### src/rtl/truth_table_sequencer_pkg.sv
// Shared types and constants for the truth-table sequencer.
//   state_e    : sequencer FSM states
//   vec_t      : {A,B,C,D} stimulus vector, A is the MSB
//   EXP_*_DEF  : golden truth tables, bit i = expected output for vector i
package tt_seq_pkg;

    localparam int unsigned NUM_VEC = 16;
    localparam int unsigned IDX_W   = 4;
    localparam int unsigned ERR_W   = 5;

    localparam logic [NUM_VEC-1:0] EXP_F1_DEF = 16'hFF5E;
    localparam logic [NUM_VEC-1:0] EXP_F2_DEF = 16'hAAFA;

    typedef enum logic [1:0] {
        ST_IDLE   = 2'd0,
        ST_DRIVE  = 2'd1,
        ST_SAMPLE = 2'd2,
        ST_DONE   = 2'd3
    } state_e;

    typedef struct packed {
        logic a;
        logic b;
        logic c;
        logic d;
    } vec_t;

    // Vector index to {A,B,C,D}; index bit 3 lands on A.
    function automatic vec_t idx_to_vec(input logic [IDX_W-1:0] idx);
        return vec_t'(idx);
    endfunction

endpackage

### src/rtl/truth_table_sequencer_if.sv
// Board/logic-unit side signals of the truth-table sequencer.
//   master : board side (drives start and the unit's F1/F2, observes status)
//   slave  : sequencer side
interface truth_table_sequencer_if;
    import tt_seq_pkg::*;

    logic                 start;
    logic                 vec_a;
    logic                 vec_b;
    logic                 vec_c;
    logic                 vec_d;
    logic                 f1_in;
    logic                 f2_in;
    logic                 busy;
    logic                 done;
    logic                 pass;
    logic [ERR_W-1:0]     err_count;
    logic [IDX_W-1:0]     first_err_idx;
    logic [NUM_VEC-1:0]   cap_f1;
    logic [NUM_VEC-1:0]   cap_f2;

    modport master (
        output start, f1_in, f2_in,
        input  vec_a, vec_b, vec_c, vec_d, busy, done, pass,
               err_count, first_err_idx, cap_f1, cap_f2
    );

    modport slave (
        input  start, f1_in, f2_in,
        output vec_a, vec_b, vec_c, vec_d, busy, done, pass,
               err_count, first_err_idx, cap_f1, cap_f2
    );

endinterface

### src/rtl/truth_table_sequencer_settle_timer.sv
// Settle timer: load_i restarts the count, en_i advances it; tc_o is high
// during the SETTLE_CYCLES-th enabled cycle after a load.
//   clk, rst_n : clock, async active-low reset
//   load_i     : restart count (takes priority over en_i)
//   en_i       : count enable
//   tc_o       : registered terminal-count flag
module settle_timer #(
    parameter int unsigned SETTLE_CYCLES = 2
) (
    input  logic clk,
    input  logic rst_n,
    input  logic load_i,
    input  logic en_i,
    output logic tc_o
);

    localparam int unsigned CNT_W = $clog2(SETTLE_CYCLES + 2);
    localparam logic [CNT_W-1:0] LAST = CNT_W'(SETTLE_CYCLES - 1);

    logic [CNT_W-1:0] cnt_q, cnt_d;
    logic             tc_q, tc_d;

    // tc is precomputed one cycle ahead so it can stay a plain register.
    always_comb begin
        cnt_d = cnt_q;
        tc_d  = tc_q;
        if (load_i) begin
            cnt_d = '0;
            tc_d  = (LAST == '0);
        end else if (en_i) begin
            cnt_d = cnt_q + CNT_W'(1);
            tc_d  = (cnt_d == LAST);
        end
    end

    always_ff @(posedge clk or negedge rst_n) begin
        if (!rst_n) begin
            cnt_q <= '0;
            tc_q  <= 1'b0;
        end else begin
            cnt_q <= cnt_d;
            tc_q  <= tc_d;
        end
    end

    assign tc_o = tc_q;

endmodule

### src/rtl/truth_table_sequencer.sv
// Drives all 16 {A,B,C,D} vectors into an external 4-in/2-out logic unit,
// samples F1/F2 after a settle time and grades them against golden tables.
//   clk, rst_n : clock, async active-low reset
//   bus        : slave side of truth_table_sequencer_if
//                (start, vec_a..d, f1_in/f2_in, busy, done, pass,
//                 err_count, first_err_idx, cap_f1, cap_f2)
module truth_table_sequencer
    import tt_seq_pkg::*;
#(
    parameter int unsigned        SETTLE_CYCLES = 2,
    parameter logic [NUM_VEC-1:0] EXP_F1        = EXP_F1_DEF,
    parameter logic [NUM_VEC-1:0] EXP_F2        = EXP_F2_DEF
) (
    input  logic                    clk,
    input  logic                    rst_n,
    truth_table_sequencer_if.slave  bus
);

    localparam logic [IDX_W-1:0] LAST_IDX = IDX_W'(NUM_VEC - 1);

    state_e               state_q, state_d;
    logic [IDX_W-1:0]     idx_q, idx_d;
    vec_t                 vec_q, vec_d;
    logic                 busy_q, busy_d;
    logic                 done_q, done_d;
    logic                 pass_q, pass_d;
    logic [ERR_W-1:0]     err_q, err_d;
    logic [IDX_W-1:0]     first_q, first_d;
    logic [NUM_VEC-1:0]   cap_f1_q, cap_f1_d;
    logic [NUM_VEC-1:0]   cap_f2_q, cap_f2_d;

    logic tmr_load, tmr_en, tmr_tc;
    logic mismatch;

    settle_timer #(
        .SETTLE_CYCLES (SETTLE_CYCLES)
    ) u_settle (
        .clk    (clk),
        .rst_n  (rst_n),
        .load_i (tmr_load),
        .en_i   (tmr_en),
        .tc_o   (tmr_tc)
    );

    // A vector fails once even if both outputs disagree.
    assign mismatch = (bus.f1_in != EXP_F1[idx_q]) || (bus.f2_in != EXP_F2[idx_q]);

    // Next-state, datapath updates and timer control.
    always_comb begin
        state_d  = state_q;
        idx_d    = idx_q;
        vec_d    = vec_q;
        busy_d   = busy_q;
        done_d   = 1'b0;
        pass_d   = pass_q;
        err_d    = err_q;
        first_d  = first_q;
        cap_f1_d = cap_f1_q;
        cap_f2_d = cap_f2_q;
        tmr_load = 1'b0;
        tmr_en   = 1'b0;

        unique case (state_q)
            ST_IDLE: begin
                if (bus.start) begin
                    state_d  = ST_DRIVE;
                    idx_d    = '0;
                    vec_d    = idx_to_vec('0);
                    busy_d   = 1'b1;
                    pass_d   = 1'b0;
                    err_d    = '0;
                    first_d  = '0;
                    cap_f1_d = '0;
                    cap_f2_d = '0;
                    tmr_load = 1'b1;
                end
            end
            ST_DRIVE: begin
                tmr_en = 1'b1;
                if (tmr_tc) begin
                    state_d = ST_SAMPLE;
                end
            end
            ST_SAMPLE: begin
                cap_f1_d[idx_q] = bus.f1_in;
                cap_f2_d[idx_q] = bus.f2_in;
                if (mismatch) begin
                    err_d = err_q + ERR_W'(1);
                    // err_q still zero means this is the first failing vector.
                    if (err_q == '0) begin
                        first_d = idx_q;
                    end
                end
                if (idx_q == LAST_IDX) begin
                    state_d = ST_DONE;
                    vec_d   = idx_to_vec('0);
                    done_d  = 1'b1;
                end else begin
                    state_d  = ST_DRIVE;
                    idx_d    = idx_q + IDX_W'(1);
                    vec_d    = idx_to_vec(idx_d);
                    tmr_load = 1'b1;
                end
            end
            ST_DONE: begin
                state_d = ST_IDLE;
                busy_d  = 1'b0;
                pass_d  = (err_q == '0);
            end
            default: begin
                state_d = ST_IDLE;
            end
        endcase
    end

    // State and result registers.
    always_ff @(posedge clk or negedge rst_n) begin
        if (!rst_n) begin
            state_q  <= ST_IDLE;
            idx_q    <= '0;
            vec_q    <= '0;
            busy_q   <= 1'b0;
            done_q   <= 1'b0;
            pass_q   <= 1'b0;
            err_q    <= '0;
            first_q  <= '0;
            cap_f1_q <= '0;
            cap_f2_q <= '0;
        end else begin
            state_q  <= state_d;
            idx_q    <= idx_d;
            vec_q    <= vec_d;
            busy_q   <= busy_d;
            done_q   <= done_d;
            pass_q   <= pass_d;
            err_q    <= err_d;
            first_q  <= first_d;
            cap_f1_q <= cap_f1_d;
            cap_f2_q <= cap_f2_d;
        end
    end

    assign bus.vec_a         = vec_q.a;
    assign bus.vec_b         = vec_q.b;
    assign bus.vec_c         = vec_q.c;
    assign bus.vec_d         = vec_q.d;
    assign bus.busy          = busy_q;
    assign bus.done          = done_q;
    assign bus.pass          = pass_q;
    assign bus.err_count     = err_q;
    assign bus.first_err_idx = first_q;
    assign bus.cap_f1        = cap_f1_q;
    assign bus.cap_f2        = cap_f2_q;

endmodule
### src/flat_wrapper.sv
// flat-port wrapper written by rule: the top's interface ports become plain ports
module truth_table_sequencer_flat import tt_seq_pkg::*;
#(
    parameter int unsigned        SETTLE_CYCLES = 2,
    parameter logic [NUM_VEC-1:0] EXP_F1        = EXP_F1_DEF,
    parameter logic [NUM_VEC-1:0] EXP_F2        = EXP_F2_DEF
)
  (clk, rst_n, bus_start, bus_f1_in, bus_f2_in, bus_vec_a, bus_vec_b, bus_vec_c, bus_vec_d, bus_busy, bus_done, bus_pass, bus_err_count, bus_first_err_idx, bus_cap_f1, bus_cap_f2);
  truth_table_sequencer_if bus_i ();
  input  logic clk;
  input  logic rst_n;
  input wire logic [$bits(bus_i.start)-1:0] bus_start;
  input wire logic [$bits(bus_i.f1_in)-1:0] bus_f1_in;
  input wire logic [$bits(bus_i.f2_in)-1:0] bus_f2_in;
  output wire logic [$bits(bus_i.vec_a)-1:0] bus_vec_a;
  output wire logic [$bits(bus_i.vec_b)-1:0] bus_vec_b;
  output wire logic [$bits(bus_i.vec_c)-1:0] bus_vec_c;
  output wire logic [$bits(bus_i.vec_d)-1:0] bus_vec_d;
  output wire logic [$bits(bus_i.busy)-1:0] bus_busy;
  output wire logic [$bits(bus_i.done)-1:0] bus_done;
  output wire logic [$bits(bus_i.pass)-1:0] bus_pass;
  output wire logic [$bits(bus_i.err_count)-1:0] bus_err_count;
  output wire logic [$bits(bus_i.first_err_idx)-1:0] bus_first_err_idx;
  output wire logic [$bits(bus_i.cap_f1)-1:0] bus_cap_f1;
  output wire logic [$bits(bus_i.cap_f2)-1:0] bus_cap_f2;
  assign bus_i.start = bus_start;
  assign bus_i.f1_in = bus_f1_in;
  assign bus_i.f2_in = bus_f2_in;
  assign bus_vec_a = bus_i.vec_a;
  assign bus_vec_b = bus_i.vec_b;
  assign bus_vec_c = bus_i.vec_c;
  assign bus_vec_d = bus_i.vec_d;
  assign bus_busy = bus_i.busy;
  assign bus_done = bus_i.done;
  assign bus_pass = bus_i.pass;
  assign bus_err_count = bus_i.err_count;
  assign bus_first_err_idx = bus_i.first_err_idx;
  assign bus_cap_f1 = bus_i.cap_f1;
  assign bus_cap_f2 = bus_i.cap_f2;
  truth_table_sequencer #(.SETTLE_CYCLES(SETTLE_CYCLES), .EXP_F1(EXP_F1), .EXP_F2(EXP_F2)) u_core (.clk(clk), .rst_n(rst_n), .bus(bus_i));
endmodule
### config.mk
export PLATFORM = sky130hd
export DESIGN_NAME = truth_table_sequencer_flat
export DESIGN_NICKNAME = d
export VERILOG_FILES = /design/src/rtl/truth_table_sequencer_pkg.sv /design/src/rtl/truth_table_sequencer_if.sv /design/src/rtl/truth_table_sequencer_settle_timer.sv /design/src/rtl/truth_table_sequencer.sv /design/src/flat_wrapper.sv
export SDC_FILE = /design/constraint.sdc
export NUM_CORES = 1
export LEC_CHECK = 0
export CORE_ASPECT_RATIO = 1.1
export CORE_UTILIZATION = 51
export CTS_CLUSTER_DIAMETER = 120
export DETAILED_ROUTE_END_ITERATION = 7
export PLACE_DENSITY = 0.81
export SLEW_MARGIN = 10
export SYNTH_ARGS = -nofsm -noshare
export SYNTH_HDL_FRONTEND = slang
export SYNTH_HIERARCHICAL = 1
export SYNTH_SLANG_ARGS = --single-unit
### constraint.sdc
create_clock -name clk -period 3.1 [get_ports clk]
set_input_delay 0.62 -clock clk [delete_from_list [all_inputs] [get_ports clk]]
set_output_delay 0.62 -clock clk [all_outputs]
set_load 0.05 [all_outputs]
==> reports/metrics.yaml, run 1 <==
placed_design:
  place.detailed.hpwl_um: 4330
  dp_cells: 382
  place.gp.congestion: 0.890
  io_buf_count: 52
  dpl-instance-area_um2: 3270
floorplan:
  dieWidth_um: 71.6
  core_region_area_um2: 5070
  initial_utilization_pct: 53.7
  floorplan.die.height_um: 78.6
  std_cell_rows: 27
  i_o_pin_count: 53
  design.die.area_um2: 5630
power:
  p_comb_share_pct: 36.4
  powerDensity_nw_per_um2: 753
  p_int_uw: 1560
  clock_power_share_pct: 26.4
  p_switching_uw: 1050
  power.static_leakage_uw: 0.00156
  report.power.total_uw: 2610
  netSwitchingFraction_pct: 40.1
  seq_power_share_pct: 37.2
  vdd.ir_drop.worst_mv: 0.406
cells_and_area:
  final_area_um2: 3460
  insertedDiodeCount: 0
  multi_input_comb_area_um2: 1160
  layout.area.seq_um2: 1430
  nets: 347
  ratio_of_cells_with_drive_above_1_in_the_final_layout_pct: 8.24
  num-fill-cells: 407
  layout-area-overhead-vs-synth_pct: 27.3
  finished_layout_cells: 398
timing:
  finalCriticalPeriod_ns: 2.50
  final_hold_viol_count: 0
  fin_tns_setup_ns: 0
  final.period_utilization_pct: 80.6
  unrepaired_setup_endpoints_after_global_routing: "no"
  timing_worst_slew_pin_value_ns: 0.683
  max_freq_mhz: 400
  final-max-slew-violation-count: 0
  clock_skew_ns: 0.00725
  maxSlewHeadroom_pct: 54.4
  final-setup-viol-count: 0
clock_tree:
  clk-insertion-delay-late_ns: 0.33
  clk_transition_reported_paths_ns: 0.06
  tritoncts: "yes"
  ctsHtreeMaxLevel: 3
  hold_buffers: 0
  cts-root-to-sink-buffers: 2
  cts_inserted_buffers: 9
  clock-sinks: 57
  number_of_instances_resized_during_post_cts_repair: 0
  postCtsSetupBuffers: 0
  clockRootBuffer: "clkbuf_8"
critical_path:
  worstPathArrival_ns: 2.75
  critical_path.endpoint_type: "flip-flop"
  crit_type: "reg2reg"
  worstPathMaxFanout: 10
  crit_required_ns: 3.35
  startpoint_type: "flip-flop"
flow_run:
  timing.max_cap.violations: 0
grt:
  number_of_global_route_vias_before_repair: 2144
  wire_length_of_the_first_global_routing_pass_um: 10300
  antenna_found_initial: 0
  globalRouteOverflowTotal: 0
  grt_max_degree: 29
  grt_usage_pct: 23.9
hold_path:
  holdCritPathClass: "in2async"
synthesis:
  flip_flop_and_latch_count_after_synthesis: 57
  syn-instance-count: 286
  synth_top_flop_cell: "dfrtp_1"
  synth_area_per_cell_um2: 9.51
  synthesis.yosys.warnings: 6
  mapped_cell_area_um2: 2720
  synth-seq-area-share_pct: 52.4
  synth.net_count: 298
  async_set_or_reset_register_ratio_after_synthesis_pct: 100
  synth-edff-count: 0
  synth_cell_types: 40
detailed_routing:
  drc_errors: 0
  drtPass1Iterations: 5
  route.final.wire_length_um: 6200
  number_of_antenna_violating_nets_in_the_routed_design: 0
  route.vias.total: 2299
  average_detailed_routed_wire_length_per_instance_um: 15.6
  drt_iter0_drc: 244
  detail_route.vias_per_cell: 5.78
outcome:
  run_status: "finished clean"
[logic make-up (layout without fill, tap and decap cells)]
logic type / count (synthesis) / count (layout) / synth area share [%]
AND/OR/NAND/NOR: 112 / 112 / 18.4
adder cells (fa/ha/maj): 7 / 7 / 3.22
flip-flops: 57 / 57 / 52.4
XOR/XNOR: 3 / 3 / 0.966
multiplexers: 10 / 10 / 3.86
buffers and inverters: 33 / 87 / 4.88
AO/OA/AOI/OAI: 64 / 64 / 16.2
[synth_stat cells (all sizes together) (3+ instances only)]
library cell,n,area share (%)
dfrtp,57,52
mux2i,6,2.2
o21ai,34,6.3
and3,3,0.69
nand2b,3,0.69
buf,8,1.4
nand3,15,2.8
ha,7,3.2
mux2,4,1.7
nand4,3,0.69
nor2,23,3.2
a22o,5,1.6
or4,4,1.1
a32o,7,2.6
o211ai,4,1.1
inv,14,1.9
xnor2,3,0.97
clkbuf,11,1.5
nand2,53,7.3
[flip-flops by register name, indices dropped and copies added (netlist names)]
register and cells:
u_core/bus.err_count 5, u_core/bus.cap_f1 16, u_core/bus.vec_c 1, u_core/bus.vec_d 1, u_core/u_settle/tc_o 1, u_core/bus.vec_b 1, u_core/idx_q 4, u_core/bus.done 1
u_core/u_settle/cnt_q 2, u_core/bus.cap_f2 16, u_core/bus.busy 1, u_core/bus.vec_a 1, u_core/bus.first_err_idx 4, u_core/state_q 2, u_core/bus.pass 1
[metal layers]
metal | track usage, % | routed length [um]
met1 | 30.8 | 2780
met2 | 38.1 | 2920
met3 | 6.93 | 377
met4 | 9.22 | 123
met5 | 0 | 0
[through the flow]
stage	utilization [%]	setup slack [ns]	hold slack, ns
2_1_floorplan	-	0.921	0.324
3_3_place_gp	64.4	0.585	0.475
3_5_place_dp	64.4	0.500	0.475
4_1_cts	68.3	0.655	0.274
5_1_grt	68.3	0.460	0.310
6_report	68.3	0.600	0.277
[cell type report]
class / count / area share [%]
flip-flops and latches: 57 / 41.2
clock buffers: 11 / 4.08
well taps: 58 / 2.10
inverters: 14 / 1.52
clock inverters: 5 / 1.59
repair buffers: 57 / 16.0
multi-input cells: 196 / 33.5
[final timing paths]
check / start / endpoint / slack, ns / cells past startpoint
worst max-delay path: u_core/idx_q[0] / u_core/bus.first_err_idx[3] / 0.60 / 7
worst min-delay path: rst_n / u_core/bus.cap_f1[14] / 0.28 / 1
worst max register to register: u_core/idx_q[0] / u_core/bus.first_err_idx[3] / 0.60 / 7
worst min register to register: u_core/bus.cap_f1[12] / u_core/bus.cap_f1[12] / 0.49 / 1
max in group asynchronous: rst_n / u_core/bus.cap_f2[4] / 2.17 / 2
min in group clk: u_core/bus.cap_f1[12] / u_core/bus.cap_f1[12] / 0.49 / 1
[power by group through the flow]
stage | Sequential (uW) | Clock (uW) | Combinational (uW)
floorplan | 1180 | 0 | 459
global placement | 976 | 0 | 920
detailed placement | 981 | 0 | 939
CTS | 969 | 701 | 944
global route | 988 | 736 | 1020
finish | 969 | 689 | 949
[cells in the final DEF, fill, tap and decap left out, drive strengths merged, types with 4 or more instances in the layout]
master          n
clkbuf         11
o211ai          4
a22o            5
inv            14
nand3          15
or4             4
ha              7
mux2i           6
buf             6
nor2           23
nand2          53
clkdlybuf4s50  51
o21ai          34
mux2            4
a32o            7
dfrtp          57
[critical path, cell delays in order (launching register included)]
cell      delay [ns]
dfrtp_1         0.49
inv_1           0.19
ha_1            0.27
nor2_1          0.08
o211ai_1        0.42
inv_1           0.12
or4_1           0.62
mux2i_1         0.23
Power figures use the tool's default switching activity.
==> run 2, diff against run 1 <==
==> constraint.sdc (replaced) <==
create_clock -name clk -period 2.55 [get_ports clk]
set_input_delay 0.51 -clock clk [delete_from_list [all_inputs] [get_ports clk]]
set_output_delay 0.51 -clock clk [all_outputs]
set_load 0.05 [all_outputs]
==> run 2 against run 1 <==
Compared with the run above:
- worst setup slack lost 0.24 ns
- clock power grew 22%
- largest power group is now combinational logic
- cell area grew 1.5%
==> reports/metrics.yaml, run 2 (synthesized netlist as in run 1, its figures left out) <==
critical_path:
  r2r_cells: 7  # unchanged
  critical_path.endpoint_type: "flip-flop"
  worstPathArrival_ns: 2.41  # -0.34 ns
  r2r_setup_slack_ns: 0.36  # -0.24 ns
  startpoint_type: "flip-flop"
  crit_required_ns: 2.76  # -0.59 ns
  worstReg2RegStart: "u_core/idx_q[1]"
  worst_setup_path_startpoint: "u_core/idx_q[1]"
  crit_path_end: "u_core/bus.first_err_idx[0]"
  critical_path.reg2reg.endpoint: "u_core/bus.first_err_idx[0]"
  crit_type: "reg2reg"
  worstPathMaxFanout: 6  # -4
grt:
  antenna_found_initial: 0  # unchanged
  grt_usage_pct: 24.9  # +0.92 points
  grt_max_degree: 35  # +21%
  globalRouteOverflowTotal: 0  # unchanged
  wire_length_of_the_first_global_routing_pass_um: 10700  # +4.0%
  number_of_global_route_vias_before_repair: 2278  # +6.3%
floorplan:
  design.die.area_um2: 5630  # unchanged
  i_o_pin_count: 53  # unchanged
  core_region_area_um2: 5070  # unchanged
  std_cell_rows: 27  # unchanged
  dieWidth_um: 71.6  # unchanged
  floorplan.die.height_um: 78.6  # unchanged
  initial_utilization_pct: 53.7  # unchanged
clock_tree:
  ctsHtreeMaxLevel: 3  # unchanged
  clk_transition_reported_paths_ns: 0.06  # about the same
  tritoncts: "yes"
  cts-root-to-sink-buffers: 2  # unchanged
  cts_inserted_buffers: 9  # unchanged
  hold_buffers: 0  # unchanged
  postCtsSetupBuffers: 0  # unchanged
  clock-sinks: 57  # unchanged
  clockRootBuffer: "clkbuf_8"
  clk-insertion-delay-late_ns: 0.34  # about the same
  number_of_instances_resized_during_post_cts_repair: 0  # unchanged
cells_and_area:
  insertedDiodeCount: 0  # unchanged
  ratio_of_cells_with_drive_above_1_in_the_final_layout_pct: 9.83  # +1.6 points
  layout_commonest_cell: "dfrtp_1"
  nets: 354  # +2.0%
  layout-area-overhead-vs-synth_pct: 29.2
  layout_common_cells: "dfrtp_1, nand2_1, clkdlybuf4s50_1"
power:
  powerDensity_nw_per_um2: 913  # +21%
  power.static_leakage_uw: 0.00160  # +2.6%
  vdd.ir_drop.worst_mv: 0.444  # +9.3%
timing:
  finalWorstSetupSlack_ns: 0.357  # -0.243 ns
  fin_tns_setup_ns: 0  # unchanged
  final-max-slew-violation-count: 0  # unchanged
  final_hold_viol_count: 0  # unchanged
  finalCriticalPeriod_ns: 2.19  # -0.307 ns
  final-setup-viol-count: 0  # unchanged
  clock_skew_ns: 0.00637  # -0.000885 ns
  unrepaired_setup_endpoints_after_global_routing: "no"
  final.period_utilization_pct: 86.0  # +5.4 points
  max_freq_mhz: 456  # +14%
  timing_worst_slew_pin_value_ns: 0.755  # +0.0719 ns
  maxSlewHeadroom_pct: 49.7  # -4.7 points
  worst_hold_slack_ns: 0.237  # -0.0396 ns
hold_path:
  holdCritPathClass: "in2async"
detailed_routing:
  route.final.wire_length_um: 6160  # -0.79%
  average_detailed_routed_wire_length_per_instance_um: 15.2  # -2.3%
  route.vias.total: 2305  # +0.26%
  number_of_antenna_violating_nets_in_the_routed_design: 0  # unchanged
  drtPass1Iterations: 4  # -1
  drt_iter0_drc: 165  # -32%
  detail_route.vias_per_cell: 5.71  # -1.2%
  drc_errors: 0  # unchanged
placed_design:
  io_buf_count: 52  # unchanged
  placement.setup.worst_slack_ns: 0.158  # -0.341 ns
  place.gp.congestion: 0.841  # -5.5%
  place.detailed.hpwl_um: 4300  # -0.69%
outcome:
  run_status: "finished clean"
flow_run:
  timing.max_cap.violations: 0  # unchanged
-- run 2: cell count changes in the layout (fill, tap and decap cells not counted) --
cell | before | now
buf_4 | 5 | 12
clkinvlp_4 | 2 | 0
clkbuf_8 | 10 | 11
-- run 2: how the worst min path moves through the flow --
| stage | endpoint | slack [ns] | cells past startpoint |
|---|---|---|---|
| floorplan | u_core/bus.busy | 0.21 | 0 |
| finish | u_core/bus.cap_f2[1] | 0.24 | 1 |
| CTS | u_core/bus.cap_f2[1] | 0.25 | 1 |
| global route | u_core/bus.cap_f2[1] | 0.30 | 1 |
| detailed placement | u_core/bus.cap_f2[7] | 0.48 | 1 |
| global placement | u_core/bus.vec_a | 0.47 | 2 |
-- run 2: final cells by class --
type	count	area [um^2]
inverters	14	52.6
clock buffers	12	155
clock inverters	3	40.0
flip-flops and latches	57	1430
multi-input cells	196	1160
well taps	58	72.6
repair buffers	64	606
fillers	401	1550
-- run 2: worst max-delay path, cell delays in order, from the launching register on --
cell	delay (ns)
dfrtp_1	0.40
inv_1	0.16
ha_1	0.31
nor2_1	0.08
o211ai_1	0.22
inv_1	0.11
or4_1	0.61
mux2i_1	0.17
-- run 2: stage by stage --
stage	cell area (um^2)	utilization, %	total power (uW)	std cells
final	3510	69.3	3210	404
after global routing	3510	69.3	3380	404
after CTS	3510	69.3	3220	404
after detailed placement	3320	65.5	2370	389
after global placement	3320	65.5	2350	389
after floorplan	2720	-	1990	286
-- run 2: per-layer routing --
layer  GRT usage (%)  share of wire [%]
met5               0                  0
met4            15.1                1.8
met3            5.13                4.9
met2            38.0                 49
met1            32.4                 44
-- run 2: power breakdown --
group	leakage [uW]	switching [uW]	internal, uW
combinational	0.000719	784	415
sequential	0.000781	127	1040
clock	0.000102	347	496
total	0.00160	1260	1950
==> run 3, diff against run 2 <==
==> constraint.sdc (replaced) <==
create_clock -name clk -period 2.1 [get_ports clk]
set_input_delay 0.42 -clock clk [delete_from_list [all_inputs] [get_ports clk]]
set_output_delay 0.42 -clock clk [all_outputs]
set_load 0.05 [all_outputs]
==> run 3 against run 2 <==
Compared with the run above:
- routed wire length increased by 4.0%
- power increased by 27%
- global-route usage increased by 0.51 points
- largest power group unchanged
==> reports/metrics.yaml, run 3 (synthesized netlist as in run 1, its figures left out) <==
floorplan:
  std_cell_rows: 27  # unchanged
  core_region_area_um2: 5070  # unchanged
  i_o_pin_count: 53  # unchanged
  floorplan.die.height_um: 78.6  # unchanged
  design.die.area_um2: 5630  # unchanged
  initial_utilization_pct: 53.7  # unchanged
  dieWidth_um: 71.6  # unchanged
clock_tree:
  clock-sinks: 57  # unchanged
  cts_inserted_buffers: 9  # unchanged
  clk_transition_reported_paths_ns: 0.07  # about the same
  ctsHtreeMaxLevel: 3  # unchanged
  clk-insertion-delay-late_ns: 0.34  # about the same
  clockRootBuffer: "clkbuf_8"
  cts-root-to-sink-buffers: 2  # unchanged
  postCtsSetupBuffers: 0  # unchanged
  tritoncts: "yes"
timing:
  clock_skew_ns: 0.0105  # +0.00417 ns
  final_hold_viol_count: 0  # unchanged
  final-max-slew-violation-count: 0  # unchanged
  max_freq_mhz: 490
  worst_hold_slack_ns: 0.0897  # -0.148 ns
  timing_worst_slew_pin_value_ns: 0.607  # -0.148 ns
  final-setup-viol-count: 0  # unchanged
  finalCriticalPeriod_ns: 2.04
  final.period_utilization_pct: 97.1
  maxSlewHeadroom_pct: 59.5  # +9.9 points
  unrepaired_setup_endpoints_after_global_routing: "no"
critical_path:
  crit_path_buffers_inverters: 2  # unchanged
  slowest_stage: "clkdlybuf4s50_1"
  worstPathMaxFanout: 4  # -2
  crit_type: "reg2out"
  crit_path_max_incr_delay_ns: 0.79  # +0.18 ns
  timing.critical_path.max_delay_family: "buffers and inverters"
  worstPathArrival_ns: 1.62  # -0.79 ns
  path_cells: "buf_4 > clkdlybuf4s50_1"
  startpoint_type: "flip-flop"
  crit_required_ns: 1.68  # -1.08 ns
  critical_path.endpoint_type: "output pin"
detailed_routing:
  drt_iter0_drc: 149  # -9.7%
  route.final.wire_length_um: 6400  # +4.0%
  drc_errors: 0  # unchanged
  detail_route.vias_per_cell: 5.63  # -1.4%
  drtPass1Iterations: 4  # unchanged
  number_of_antenna_violating_nets_in_the_routed_design: 0  # unchanged
  route.vias.total: 2312  # +0.30%
  average_detailed_routed_wire_length_per_instance_um: 15.6  # +2.2%
cells_and_area:
  finished_layout_cells: 411  # +1.7%
  layout_commonest_cell: "dfrtp_1"
  layout-area-overhead-vs-synth_pct: 32.9
  insertedDiodeCount: 0  # unchanged
  ratio_of_cells_with_drive_above_1_in_the_final_layout_pct: 13.0  # +3.2 points
  num-fill-cells: 386  # -3.7%
  multi_input_comb_area_um2: 1180  # +1.4%
  nets: 360  # +1.7%
  layout.area.seq_um2: 1430  # +0.18%
  layout_common_cells: "dfrtp_1, nand2_1, clkdlybuf4s50_1"
grt:
  wire_length_of_the_first_global_routing_pass_um: 10800  # +1.3%
  globalRouteOverflowTotal: 0  # unchanged
  number_of_global_route_vias_before_repair: 2298  # +0.88%
  grt_max_degree: 33  # -5.7%
  grt_usage_pct: 25.4  # +0.51 points
  antenna_found_initial: 0  # unchanged
power:
  power.static_leakage_uw: 0.00165  # +2.9%
  vdd.ir_drop.worst_mv: 0.551  # +24%
  report.power.total_uw: 4080  # +27%
  powerDensity_nw_per_um2: 1130  # +24%
placed_design:
  dp_cells: 395  # +1.5%
  io_buf_count: 52  # unchanged
  place.gp.congestion: 0.851  # +1.1%
  place.detailed.hpwl_um: 4530  # +5.2%
hold_path:
  holdCritPathClass: "in2async"
flow_run:
  timing.max_cap.violations: 0  # unchanged
outcome:
  run_status: "finished clean"
==> run 3: changes by cell type in the layout (fill, tap and decap cells not counted), sizes merged <==
| cell | before | now |
|---|---|---|
| clkinv | 2 | 3 |
| bufinv | 1 | 2 |
| clkbuf | 12 | 11 |
| buf | 13 | 19 |
==> run 3: path summary, 6_finish.rpt <==
check                      cells past startpoint               startpoint  slack (ns)                     endpoint
setup / recovery                               2  u_core/bus.err_count[1]        0.06             bus_err_count[1]
hold / removal                                 1                    rst_n        0.09              u_core/bus.busy
setup reg to reg                               5  u_core/bus.err_count[1]        0.12  u_core/bus.first_err_idx[0]
hold reg to reg                                2     u_core/bus.cap_f2[0]        0.50         u_core/bus.cap_f2[0]
max in group asynchronous                      2                    rst_n        1.44         u_core/bus.cap_f2[9]
min in group clk                               2     u_core/bus.cap_f2[0]        0.50         u_core/bus.cap_f2[0]
==> run 3: final cells by class <==
type                       count  area share (%)
timing repair buffer          70            18.3
clock inverter                 5            2.18
sequential                    57            39.5
clock buffer                  11            3.91
tap                           58            2.01
inverter                      14            1.45
multi-input combinational    196            32.6
==> run 3: stage by stage <==
stage	utilization [%]	TNS, ns	instance area, um^2	worst slack (ns)
5_1_grt	71.3	0	3610	0.0169
6_report	71.3	0	3610	0.0602
3_5_place_dp	66.9	-1.32	3390	-0.189
2_1_floorplan	-	0	2740	0.0238
4_1_cts	71.3	0	3610	0.0202
3_3_place_gp	66.9	-0.887	3390	-0.129
==> run 3: worst reg2reg max path: cells and delay by family, from the launching register on <==
kind,cells,cell delay [ns]
buffers and inverters,1,0.07
DFF,1,0.41
muxes,1,0.15
adders and majority gates,1,0.14
and+or+nand+nor,2,1.08
==> run 3: what timing repair did <==
item,CTS,global route
setup endpoints to repair,0,4
hold buffers,0,0
gates resized for setup,0,1
==> run 3: power by group <==
part           switching (uW)  internal, uW  total (uW)
registers                 146          1260        1410
logic                     982           559        1540
clock network             435           698        1130
total                    1560          2520        4080
==> run 3: per-layer routing <==
| metal | global-route usage [%] | vias to the layer above | part of all wire [%] |
|---|---|---|---|
| li1 | - | 1118 | - |
| met3 | 3.98 | 10 | 5.3 |
| met4 | 11.8 | 0 | 1.4 |
| met2 | 41.2 | 69 | 50 |
| met1 | 33.2 | 1115 | 43 |
| met5 | 0 | - | 0 |
